File: src/rtl/snoop_responder.sv
// snoop_responder: services coherence snoops for a 2-way dcache.
// A snoop is accepted in IDLE when ccwait and cache_idle are both high. The
// tag arrays are then looked up once. A dirty hit writes the two-word block
// back over the data port and raises ccwrite. Every snoop ends with a
// one-cycle UPDATE (tag-state write, link clear) and then waits in DONE for
// ccwait to drop.
// Optional build macro SNOOP_STATS_EN adds saturating hit/writeback counters.
// Ports:
//   CLK, nRST                 clock, asynchronous active-low reset
//   ccwait, ccinv, ccsnoopaddr snoop request, invalidate qualifier, address
//   dwait                     data-port wait (low = word accepted)
//   cache_idle                dcache FSM idle, snoop may start
//   wayN_tag/valid/dirty      tag-array read data for set snoop_idx
//   wayN_word0/word1          data-array words for set snoop_idx
//   link_valid, link_addr     LL/SC link register
//   snoop_idx                 set index to the arrays
//   ccwrite                   dirty hit, cache-to-cache transfer follows
//   dWEN, daddr, dstore       writeback port
//   upd_en/way/valid/dirty    one-cycle tag-state write
//   snoop_busy, link_clr      dcache stall, link-register clear pulse
//   snoop_hits, snoop_wbs     statistics counters (SNOOP_STATS_EN only)
module snoop_responder (
  input  logic        CLK,
  input  logic        nRST,
  input  logic        ccwait,
  input  logic        ccinv,
  input  logic [31:0] ccsnoopaddr,
  input  logic        dwait,
  input  logic        cache_idle,
  input  logic [25:0] way0_tag,
  input  logic [25:0] way1_tag,
  input  logic        way0_valid,
  input  logic        way1_valid,
  input  logic        way0_dirty,
  input  logic        way1_dirty,
  input  logic [31:0] way0_word0,
  input  logic [31:0] way0_word1,
  input  logic [31:0] way1_word0,
  input  logic [31:0] way1_word1,
  input  logic        link_valid,
  input  logic [31:0] link_addr,
  output logic [2:0]  snoop_idx,
  output logic        ccwrite,
  output logic        dWEN,
  output logic [31:0] daddr,
  output logic [31:0] dstore,
  output logic        upd_en,
  output logic        upd_way,
  output logic        upd_valid,
  output logic        upd_dirty,
  output logic        snoop_busy,
  output logic        link_clr
`ifdef SNOOP_STATS_EN
  ,
  output logic [15:0] snoop_hits,
  output logic [15:0] snoop_wbs
`endif
);
  typedef enum logic [2:0] {IDLE, LOOKUP, WB0, WB1, UPDATE, DONE} state_t;
  state_t state;
  logic [31:0] saddr;
  logic sinv, shit, sway;
  logic h0, h1, hit, hway, hdirty;
  logic unused_bits;
  assign h0 = way0_valid && way0_tag == saddr[31:6];
  assign h1 = way1_valid && way1_tag == saddr[31:6];
  assign hit = h0 | h1;
  // way0 wins when both ways match
  assign hway = !h0;
  assign hdirty = h0 ? way0_dirty : way1_dirty;
  // in IDLE the arrays are pointed at the incoming address so data is ready
  assign snoop_idx = state == IDLE ? ccsnoopaddr[5:3] : saddr[5:3];
  assign snoop_busy = state != IDLE;
  assign ccwrite = (state == LOOKUP && hit && hdirty) || state == WB0 || state == WB1;
  assign upd_en = state == UPDATE && shit;
  assign upd_way = upd_en & sway;
  assign upd_valid = upd_en & !sinv;
  assign upd_dirty = 1'b0;
  // link is cleared on a matching invalidate even when the snoop missed
  assign link_clr = state == UPDATE && sinv && link_valid && link_addr[31:2] == saddr[31:2];
  assign unused_bits = ^{link_addr[1:0], saddr[2:0]};
  always_ff @(posedge CLK or negedge nRST) begin
    if (!nRST) begin
      state <= IDLE;
      saddr <= '0;
      sinv <= 1'b0;
      shit <= 1'b0;
      sway <= 1'b0;
      dWEN <= 1'b0;
      daddr <= '0;
      dstore <= '0;
    end else begin
      case (state)
        IDLE: if (ccwait && cache_idle) begin
          state <= LOOKUP;
          saddr <= ccsnoopaddr;
          sinv <= ccinv;
        end
        LOOKUP: begin
          shit <= hit;
          sway <= hway;
          if (hit && hdirty) begin
            state <= WB0;
            dWEN <= 1'b1;
            daddr <= {saddr[31:3], 3'b000};
            dstore <= hway ? way1_word0 : way0_word0;
          end else begin
            state <= UPDATE;
          end
        end
        WB0: if (!dwait) begin
          state <= WB1;
          daddr[2] <= 1'b1;
          dstore <= sway ? way1_word1 : way0_word1;
        end
        WB1: if (!dwait) begin
          state <= UPDATE;
          dWEN <= 1'b0;
          daddr <= '0;
          dstore <= '0;
        end
        UPDATE: state <= DONE;
        DONE: if (!ccwait) state <= IDLE;
        default: state <= IDLE;
      endcase
    end
  end
`ifdef SNOOP_STATS_EN
  always_ff @(posedge CLK or negedge nRST) begin
    if (!nRST) begin
      snoop_hits <= '0;
      snoop_wbs <= '0;
    end else begin
      if (state == LOOKUP && hit && snoop_hits != 16'hFFFF) snoop_hits <= snoop_hits + 16'd1;
      if (state == WB1 && !dwait && snoop_wbs != 16'hFFFF) snoop_wbs <= snoop_wbs + 16'd1;
    end
  end
`endif
endmodule
File: config.mk
export PLATFORM = sky130hd
export DESIGN_NAME = snoop_responder
export DESIGN_NICKNAME = d
export VERILOG_FILES = /design/src/rtl/snoop_responder.sv
export SDC_FILE = /design/constraint.sdc
export NUM_CORES = 1
export LEC_CHECK = 0
export ABC_CLOCK_PERIOD_IN_PS = 3100
export CORE_MARGIN = 3
export CORE_UTILIZATION = 25
export CTS_CLUSTER_DIAMETER = 40
export CTS_CLUSTER_SIZE = 10
export DETAILED_ROUTE_END_ITERATION = 8
export SLEW_MARGIN = 5
export SYNTH_ARGS = -nofsm -noshare
export SYNTH_HDL_FRONTEND = slang
export SYNTH_SLANG_ARGS = --single-unit
File: constraint.sdc
create_clock -name CLK -period 3.1 [get_ports CLK]
set_input_delay 0.465 -clock CLK [delete_from_list [all_inputs] [get_ports CLK]]
set_output_delay 0.465 -clock CLK [all_outputs]
set_load 0.005 [all_outputs]
==> key figures, run 1 <==
Layout
  – Fill cells: 2409
  – Diodes inserted: 0
  – Core Util, Final: 0.424
  – P&R area growth vs syn: 65.4%
  – Layout cells sized above 1: 0.113
  – Nets: approximately 1200
  – Finished Cell Area: ~10000 sq um

Synth
  – FFs w/ async S/R, synth: 1.00
  – Synth Register Bits: between 90 and 100
  – Seq/Total Area, Yosys: 0.394
  – Yosys top cell area share: 0.394
  – Top_reg_cell synth: dfrtp_1
  – Mapped cell area: between 6000 and 7000 sq um
  – Number of flops mapped to enable cells by yosys: 0
  – Synth area leader: dfrtp_1
  – Distinct cells, synth: 39
  – Syn Area/Cell: between 10 and 15 sq um
  – YS warnings: 0
  – Synth area leaders: dfrtp_1, mux2i_1, mux2_1
  – Syn Inst Count: ~600

Clocking
  – Clock Latency Late Sink: between 0.3 and 0.4 ns
  – CTS tree: done
  – # hold bufs at CTS: 0
  – Clock-pin slew on the worst setup and hold paths: around 0.070 ns
  – Max H-tree Level: 3
  – Clock Sinks: 99
  – Max Root-Sink Buffers: 2
  – CTS Buf Count: 9
  – CTS Root Cell: clkbuf_16

Die
  – Std-Cell Rows: 57
  – Chip height: 165 microns
  – Die area: 27100 sq um
  – Core region area: between 20000 and 25000 sq um
  – Chip width: about 160 microns
  – Initial core utilization: 0.256
  – Ports: 330

Power
  – Max IR drop VDD: 0.250 mV
  – Post-layout power: between 5 and 6 mW
  – Lkg Pwr: approximately 4.5 nW
  – PD cells: between 500 and 600 nW/um^2

Timing
  – Final period utilization: 0.949
  – Unrepaired setup endpoints after global routing: no
  – Worst Tran Pin Value: approximately 0.74 ns
  – Worst setup margin: between 0.15 and 0.2 ns
  – Final setup fails: 0
  – Relative slew margins: 0.510
  – Tmin final: 2.94 ns
  – Final-report max-slew violation count: 0
  – Layout Skew: 0.0164 ns
  – Final Hold Viols: 0
  – Max Clk Rate: 340 MHz

Drt
  – Drt wl/cell: about 19 microns
  – Initial drt markers: around 290
  – DRC viols: 0
  – Total Wirelength: between 20 and 25 mm
  – Routed Antenna Nets: 0
  – Wl on met1: 9.91 mm
  – Vias: approximately 5800
  – Met2 WL post-DR: about 12 mm
  – Via/cell ratio: ~4.6
  – DR top layer: met5
  – First-pass detailed-route iteration total: 4
  – Total length of routed met3 wires: 1.89 mm

Placed design
  – IO buf count: 322
  – Placed Area: 10100 sq um
  – DP Worst Slack: -0.466 ns
  – Routability cong.: 0.865
  – Detailed Place HPWL: a little under 20 mm

Hold path
  – Worst min path class: primary input to async pin

Global routing
  – Overflow after GRT: 0
  – Largest net degree at the start of global routing: 66
  – Number of global-route vias before repair: just over 6000
  – First-pass GRT wire length: roughly 35 mm
  – Initial antenna violation count: 1
  – Tot GR Track Use: 0.172

Worst setup path
  – Startpoint types: primary input
  – CP Capture Type: output port
  – Data required, critical path: roughly 2.6 ns
  – Max Fanout on Critical Path: 2
  – CP Class: primary input to output port
  – Critical path data arrival time: between 2 and 2.5 ns

Outcome
  – Outcome: complete, no violations

Job
  – Total of max-cap violations: 0
-- worst paths after layout --
path,start,endpoint,slack [ns],cells after the start
setup reg to reg,saddr[22],dstore[27],0.45,8
hold / removal,nRST,dstore[15],0.11,1
setup / recovery,way1_tag[21],ccwrite,0.16,8
max in group asynchronous,nRST,dstore[30],2.22,2
hold reg to reg,dWEN,dWEN,0.48,2
min in group CLK,dWEN,dWEN,0.48,2
-- layout make-up --
class,count,area [sq um],area share
flip-flops and latches,99,2480,0.239
inverters,32,120,0.0116
clock buffers,10,229,0.0220
clock inverters,6,78.8,0.00758
well taps,324,405,0.0390
multi-input cells,431,3500,0.337
repair buffers,361,3580,0.345
-- repair_timing --
item	CTS	global route
setup buffers	0	0
gates cloned	0	0
hold endpoints to repair	0	0
pin swaps	0	4
setup endpoints to repair	1	2
gates resized for setup	7	5
-- cells in the mapped netlist (all sizes together) (6+ instances only) --
cell type	number
dfrtp	99
mux2	83
a22oi	64
mux2i	61
nand2	58
xor2	46
xnor2	37
inv	32
clkbuf	23
o21ai	20
buf	18
nand4	14
nor4	11
nor2	6
-- power breakdown --
part           leakage (nW)  total (mW)  internal, mW  switching [mW]
logic                  3.02        2.21          1.23           0.979
clock network         0.152        1.20         0.646           0.550
registers              1.32        1.87          1.51           0.361
total                  4.49        5.28          3.39            1.89
-- routing by layer --
metal / vias up / GRT usage
met5: - / 0
met4: 2 / 0.0557
met3: 28 / 0.0401
met2: 200 / 0.292
met1: 2779 / 0.217
li1: 2796 / -
-- state kept, by name (all words and copies together) (netlist names) --
signal	cells
saddr	30
dstore	32
state	3
sway	1
dWEN	1
sinv	1
shit	1
daddr	30
-- cell families after synthesis --
group,share of synthesized area
XOR/XNOR,0.116
AO/OA/AOI/OAI,0.102
flip-flops,0.394
other,0.000597
AND/OR/NAND/NOR,0.0852
multiplexers,0.246
buffers and inverters,0.0564
-- cells in the final DEF, fill, tap and decap left out, types with 5 or more instances in the layout --
cell,Yosys,routed
clkdlybuf4s50_1,0,318
dfrtp_1,99,98
a22oi_1,64,64
mux2i_1,61,61
nand2_1,58,57
xor2_1,46,46
mux2_1,44,44
mux2_2,39,39
xnor2_1,37,35
buf_4,6,35
inv_1,31,31
o21ai_0,17,17
nand4_1,14,14
nor4_1,11,10
clkbuf_16,0,9
nand3_1,5,5
buf_12,2,5
-- critical path, stage by stage --
cell and delay [ns]:
clkdlybuf4s50_1 0.47, xnor2_1 0.12, nand4_1 0.12, or4_4 0.57
a2111o_1 0.30, a21o_2 0.22, nand2_1 0.08, buf_6 0.13
-- stage by stage --
step           setup TNS (ns)  hold WS (ns)  cells
6_report                    0         0.112   1263
2_1_floorplan               0         0.169    603
3_3_place_gp            -1.38         0.458   1247
3_5_place_dp            -1.18         0.467   1247
4_1_cts                     0         0.120   1263
5_1_grt                     0         0.136   1263
(Power assumes the default switching activity.)
==> run 2, diff against run 1 <==
--- a/config.mk
+++ b/config.mk
@@ -8,7 +8,7 @@
 export ABC_CLOCK_PERIOD_IN_PS = 3100
 export CORE_MARGIN = 3
 export CORE_UTILIZATION = 25
-export CTS_CLUSTER_DIAMETER = 40
+export CTS_CLUSTER_DIAMETER = 50
 export CTS_CLUSTER_SIZE = 10
 export DETAILED_ROUTE_END_ITERATION = 8
 export SLEW_MARGIN = 5
==> results of run 2 <==
No change in the layout: final DEF, timing and power equal those of run 1.
==> run 3, diff against run 2 <==
--- a/config.mk
+++ b/config.mk
@@ -5,12 +5,15 @@
 export SDC_FILE = /design/constraint.sdc
 export NUM_CORES = 1
 export LEC_CHECK = 0
+export ABC_AREA = 1
 export ABC_CLOCK_PERIOD_IN_PS = 3100
 export CORE_MARGIN = 3
 export CORE_UTILIZATION = 25
 export CTS_CLUSTER_DIAMETER = 50
 export CTS_CLUSTER_SIZE = 10
 export DETAILED_ROUTE_END_ITERATION = 8
+export GPL_TIMING_DRIVEN = 0
+export PLACE_DENSITY_LB_ADDON = 0.05
 export SLEW_MARGIN = 5
 export SYNTH_ARGS = -nofsm -noshare
 export SYNTH_HDL_FRONTEND = slang
==> run 3 against run 2 <==
Effect of this change:
- clock skew down 0.0030 ns
- die area up 15%
- power up 30%
- sequential power up 15%
- combinational power up 60%
- critical path depth up 6
- non-clock buffer count up 10
- count of clock-buffer cells in the layout unchanged
- global-route usage up 3.2 points
- core utilization down 2.2 points
- critical endpoint unchanged
==> key figures, run 3 <==
Power
  – PD cells: 608 nW/um^2 (+20%)
  – P_int: 3.94 mW (+16%)
  – NetSw: 2.93 mW (+55%)
  – Reg power frac: 0.312 (-0.043)
  – Sw frac: 0.427 (+0.0688)
  – Comb power frac: 0.515 (+0.097)
  – Post-layout power: 6.87 mW (+30%)
  – Clock power frac: 0.172 (-0.055)
  – Lkg Pwr: 5.77 nW (+28%)
  – Max IR drop VDD: 0.207 mV (-17%)

Global routing
  – Overflow after GRT: 0 (unchanged)
  – Number of global-route vias before repair: 8150 (+35%)
  – Initial antenna violation count: 0 (-1)
  – Largest net degree at the start of global routing: 68 (+3.0%)
  – Tot GR Track Use: 0.205 (+0.0322)
  – First-pass GRT wire length: 48.7 mm (+39%)

Drt
  – Via/cell ratio: 4.36 (-5.2%)
  – Total Wirelength: 32.4 mm (+34%)
  – Initial drt markers: 469 (+65%)
  – Drt wl/cell: 17.5 microns (-8.8%)
  – First-pass detailed-route iteration total: 5 (+1)
  – Routed Antenna Nets: 0 (unchanged)
  – DRC viols: 0 (unchanged)
  – Vias: 8071 (+39%)

Worst setup path
  – Max Fanout on Critical Path: 3 (+1)
  – CP Capture Type: output port
  – Data required, critical path: 2.63 ns (about the same)
  – FF-to-FF setup slack: 0.64 ns (+0.19 ns)
  – CP Class: primary input to output port
  – Startpoint types: primary input
  – Critical path data arrival time: 2.45 ns (-0.03 ns)

Timing
  – Final period utilization: 0.939 (-0.00960)
  – Final-report max-slew violation count: 0 (unchanged)
  – Relative slew margins: 0.513 (+0.00357)
  – Max Clk Rate: 343 MHz (+1.0%)
  – Worst Tran Pin Value: 0.724 ns (-0.0109 ns)
  – Unrepaired setup endpoints after global routing: no
  – Layout Skew: 0.0134 ns (-0.00302 ns)
  – Final setup fails: 0 (unchanged)
  – Tmin final: 2.91 ns (-0.0298 ns)
  – Final Hold Viols: 0 (unchanged)

Placed design
  – Detailed Place HPWL: 26.4 mm (+36%)
  – IO buf count: 322 (unchanged)
  – Cells after DPL: 1835 (+47%)
  – Routability cong.: 0.907 (+4.7%)

Synth
  – Mapped cell area: 7240 sq um (+15%)
  – YS warnings: 0 (unchanged)
  – Syn Area/Cell: 6.39 sq um (-39%)
  – FFs w/ async S/R, synth: 1.00 (unchanged)
  – Top-count cell post-synth: nand2_1
  – Yosys top cell area share: 0.342 (-0.0520)
  – Synth area leaders: dfrtp_1, nand2_1, inv_1
  – Synth Register Bits: 99 (unchanged)
  – Top_reg_cell synth: dfrtp_1
  – Syn Inst Count: 1132 (+88%)
  – Seq/Total Area, Yosys: 0.342 (-0.0520)
  – Synth cell count leaders: nand2_1, inv_1, dfrtp_1
  – Distinct cells, synth: 36 (-7.7%)
  – Synth area leader: dfrtp_1
  – Number of flops mapped to enable cells by yosys: 0 (unchanged)

Die
  – Die area: 31000 sq um (+15%)
  – Initial core utilization: 0.257 (+0.000851)
  – Chip width: 176 microns (+7.1%)
  – Ports: 330 (unchanged)
  – Std-Cell Rows: 61 (+7.0%)
  – Chip height: 176 microns (+7.1%)
  – Core region area: 28200 sq um (+15%)

Job
  – Total of max-cap violations: 0 (unchanged)

Clocking
  – Clock-pin slew on the worst setup and hold paths: 0.07 ns (about the same)
  – CTS tree: done
  – CTS Root Cell: clkbuf_16
  – Clock Sinks: 99 (unchanged)
  – Max Root-Sink Buffers: 2 (unchanged)
  – CTS Buf Count: 9 (unchanged)
  – Max H-tree Level: 3 (unchanged)
  – Clock Latency Late Sink: 0.35 ns (about the same)

Layout
  – Diodes inserted: 0 (unchanged)
  – Regs by FF count: dstore x32, daddr x30, saddr x30
  – Final non-filler cell total: 1852 (+47%)
  – Max reg flops: 32 (unchanged)
  – Layout cells sized above 1: 0.0875 (-0.0254)
  – P&R area growth vs syn: 56.2%
  – Nets: 1725 (+45%)
  – Most frequent cells in the layout: nand2_1, clkdlybuf4s50_1, inv_1
  – Fill cells: 3035 (+26%)
  – Most common cell after layout, fill and taps aside: nand2_1
  – Top reg by flops: dstore

Outcome
  – Outcome: complete, no violations

Hold path
  – Worst min path class: register to register
## run 3: changes by cell type after synthesis, sizes merged, moves of 7 or more
| cell | change |
|---|---|
| nor4 | -7 |
| buf | +10 |
| mux2 | -49 |
| nand3 | +100 |
| mux2i | -61 |
| xnor2 | -22 |
| a21oi | +29 |
| a22oi | -64 |
| inv | +142 |
| nand2 | +414 |
| xor2 | -42 |
| nor2 | +83 |
## run 3: per-layer routing
| metal | routed length [microns] | global-route usage | share of wire | vias up |
|---|---|---|---|---|
| met1 | 14200 | 0.264 | 0.44 | 3611 |
| li1 | - | - | - | 4151 |
| met2 | 15500 | 0.351 | 0.48 | 284 |
| met5 | 0 | 0 | 0 | - |
| met4 | 501 | 0.0435 | 0.015 | 0 |
| met3 | 2210 | 0.0441 | 0.068 | 25 |
## run 3: what timing repair did
item | 4_1_cts | 5_1_grt
endpoints found under the setup margin | 2 | 1
pin swaps | 7 | 0
resized for setup | 9 | 2
cloned | 0 | 0
hold buffers | 1 | 0
buffers inserted | 2 | 0
hold endpoints to repair | 23 | 0
## run 3: area by class of cell
cell class | instances | area (sq um) | area share
well taps | 378 | 473 | 0.0418
inverters | 174 | 653 | 0.0578
flip-flops and latches | 99 | 2480 | 0.219
plain buffers | 45 | 258 | 0.0228
repair buffers | 326 | 3270 | 0.290
clock inverters | 5 | 62.6 | 0.00554
multi-input cells | 815 | 3870 | 0.343
clock buffers | 10 | 229 | 0.0203
## run 3: critical path, stage by stage
cell and delay, ns:
clkdlybuf4s50_1 0.51, inv_1 0.06, nand2_1 0.08, nand2_1 0.06, nor2_1 0.14, nand2_1 0.08
nor2_2 0.17, nand2_4 0.11, nor2_8 0.14, nand2_4 0.06, and2_4 0.16, nand2_4 0.07
nand2_1 0.05, dlygate4sd2_1 0.28
## run 3: cells by family (layout without fill, tap and decap cells)
group,Yosys count,count (layout),synth area share
other,1,3,0.000518
AO/OA/AOI/OAI,72,72,0.0562
buffers and inverters,220,560,0.127
multiplexers,34,34,0.0529
XOR/XNOR,19,19,0.0230
flip-flops,99,99,0.342
AND/OR/NAND/NOR,687,687,0.398
## run 3: final timing paths
path	startpoint	endpoint	cells after the start
max	way0_tag[9]	ccwrite	14
min	dstore[7]	dstore[7]	2
max reg2reg	saddr[8]	dstore[1]	14
min reg2reg	dstore[7]	dstore[7]	2
max in group asynchronous	nRST	daddr[30]	3
min in group asynchronous	nRST	dstore[19]	2
## run 3: stage by stage
step	utilization	setup WS, ns	TNS, ns	hold WS [ns]	area, sq um
5_1_grt	0.401	0.0183	0	0.493	11300
3_3_place_gp	0.388	-2.79	-274.94	0.452	10900
2_1_floorplan	-	1.02	0	0.169	7240
4_1_cts	0.401	0.0141	0	0.475	11300
3_5_place_dp	0.389	-0.409	-0.409	0.381	11000
6_report	0.401	0.188	0	0.472	11300
## run 3: power by group through the flow
stage          clock network (mW)  logic [mW]  registers, mW
2_1_floorplan                   0        1.96           2.04
3_3_place_gp                    0        3.57           2.15
3_5_place_dp                    0        3.57           2.16
4_1_cts                      1.23        3.60           2.14
5_1_grt                      1.28        3.96           2.20
6_report                     1.18        3.54           2.15
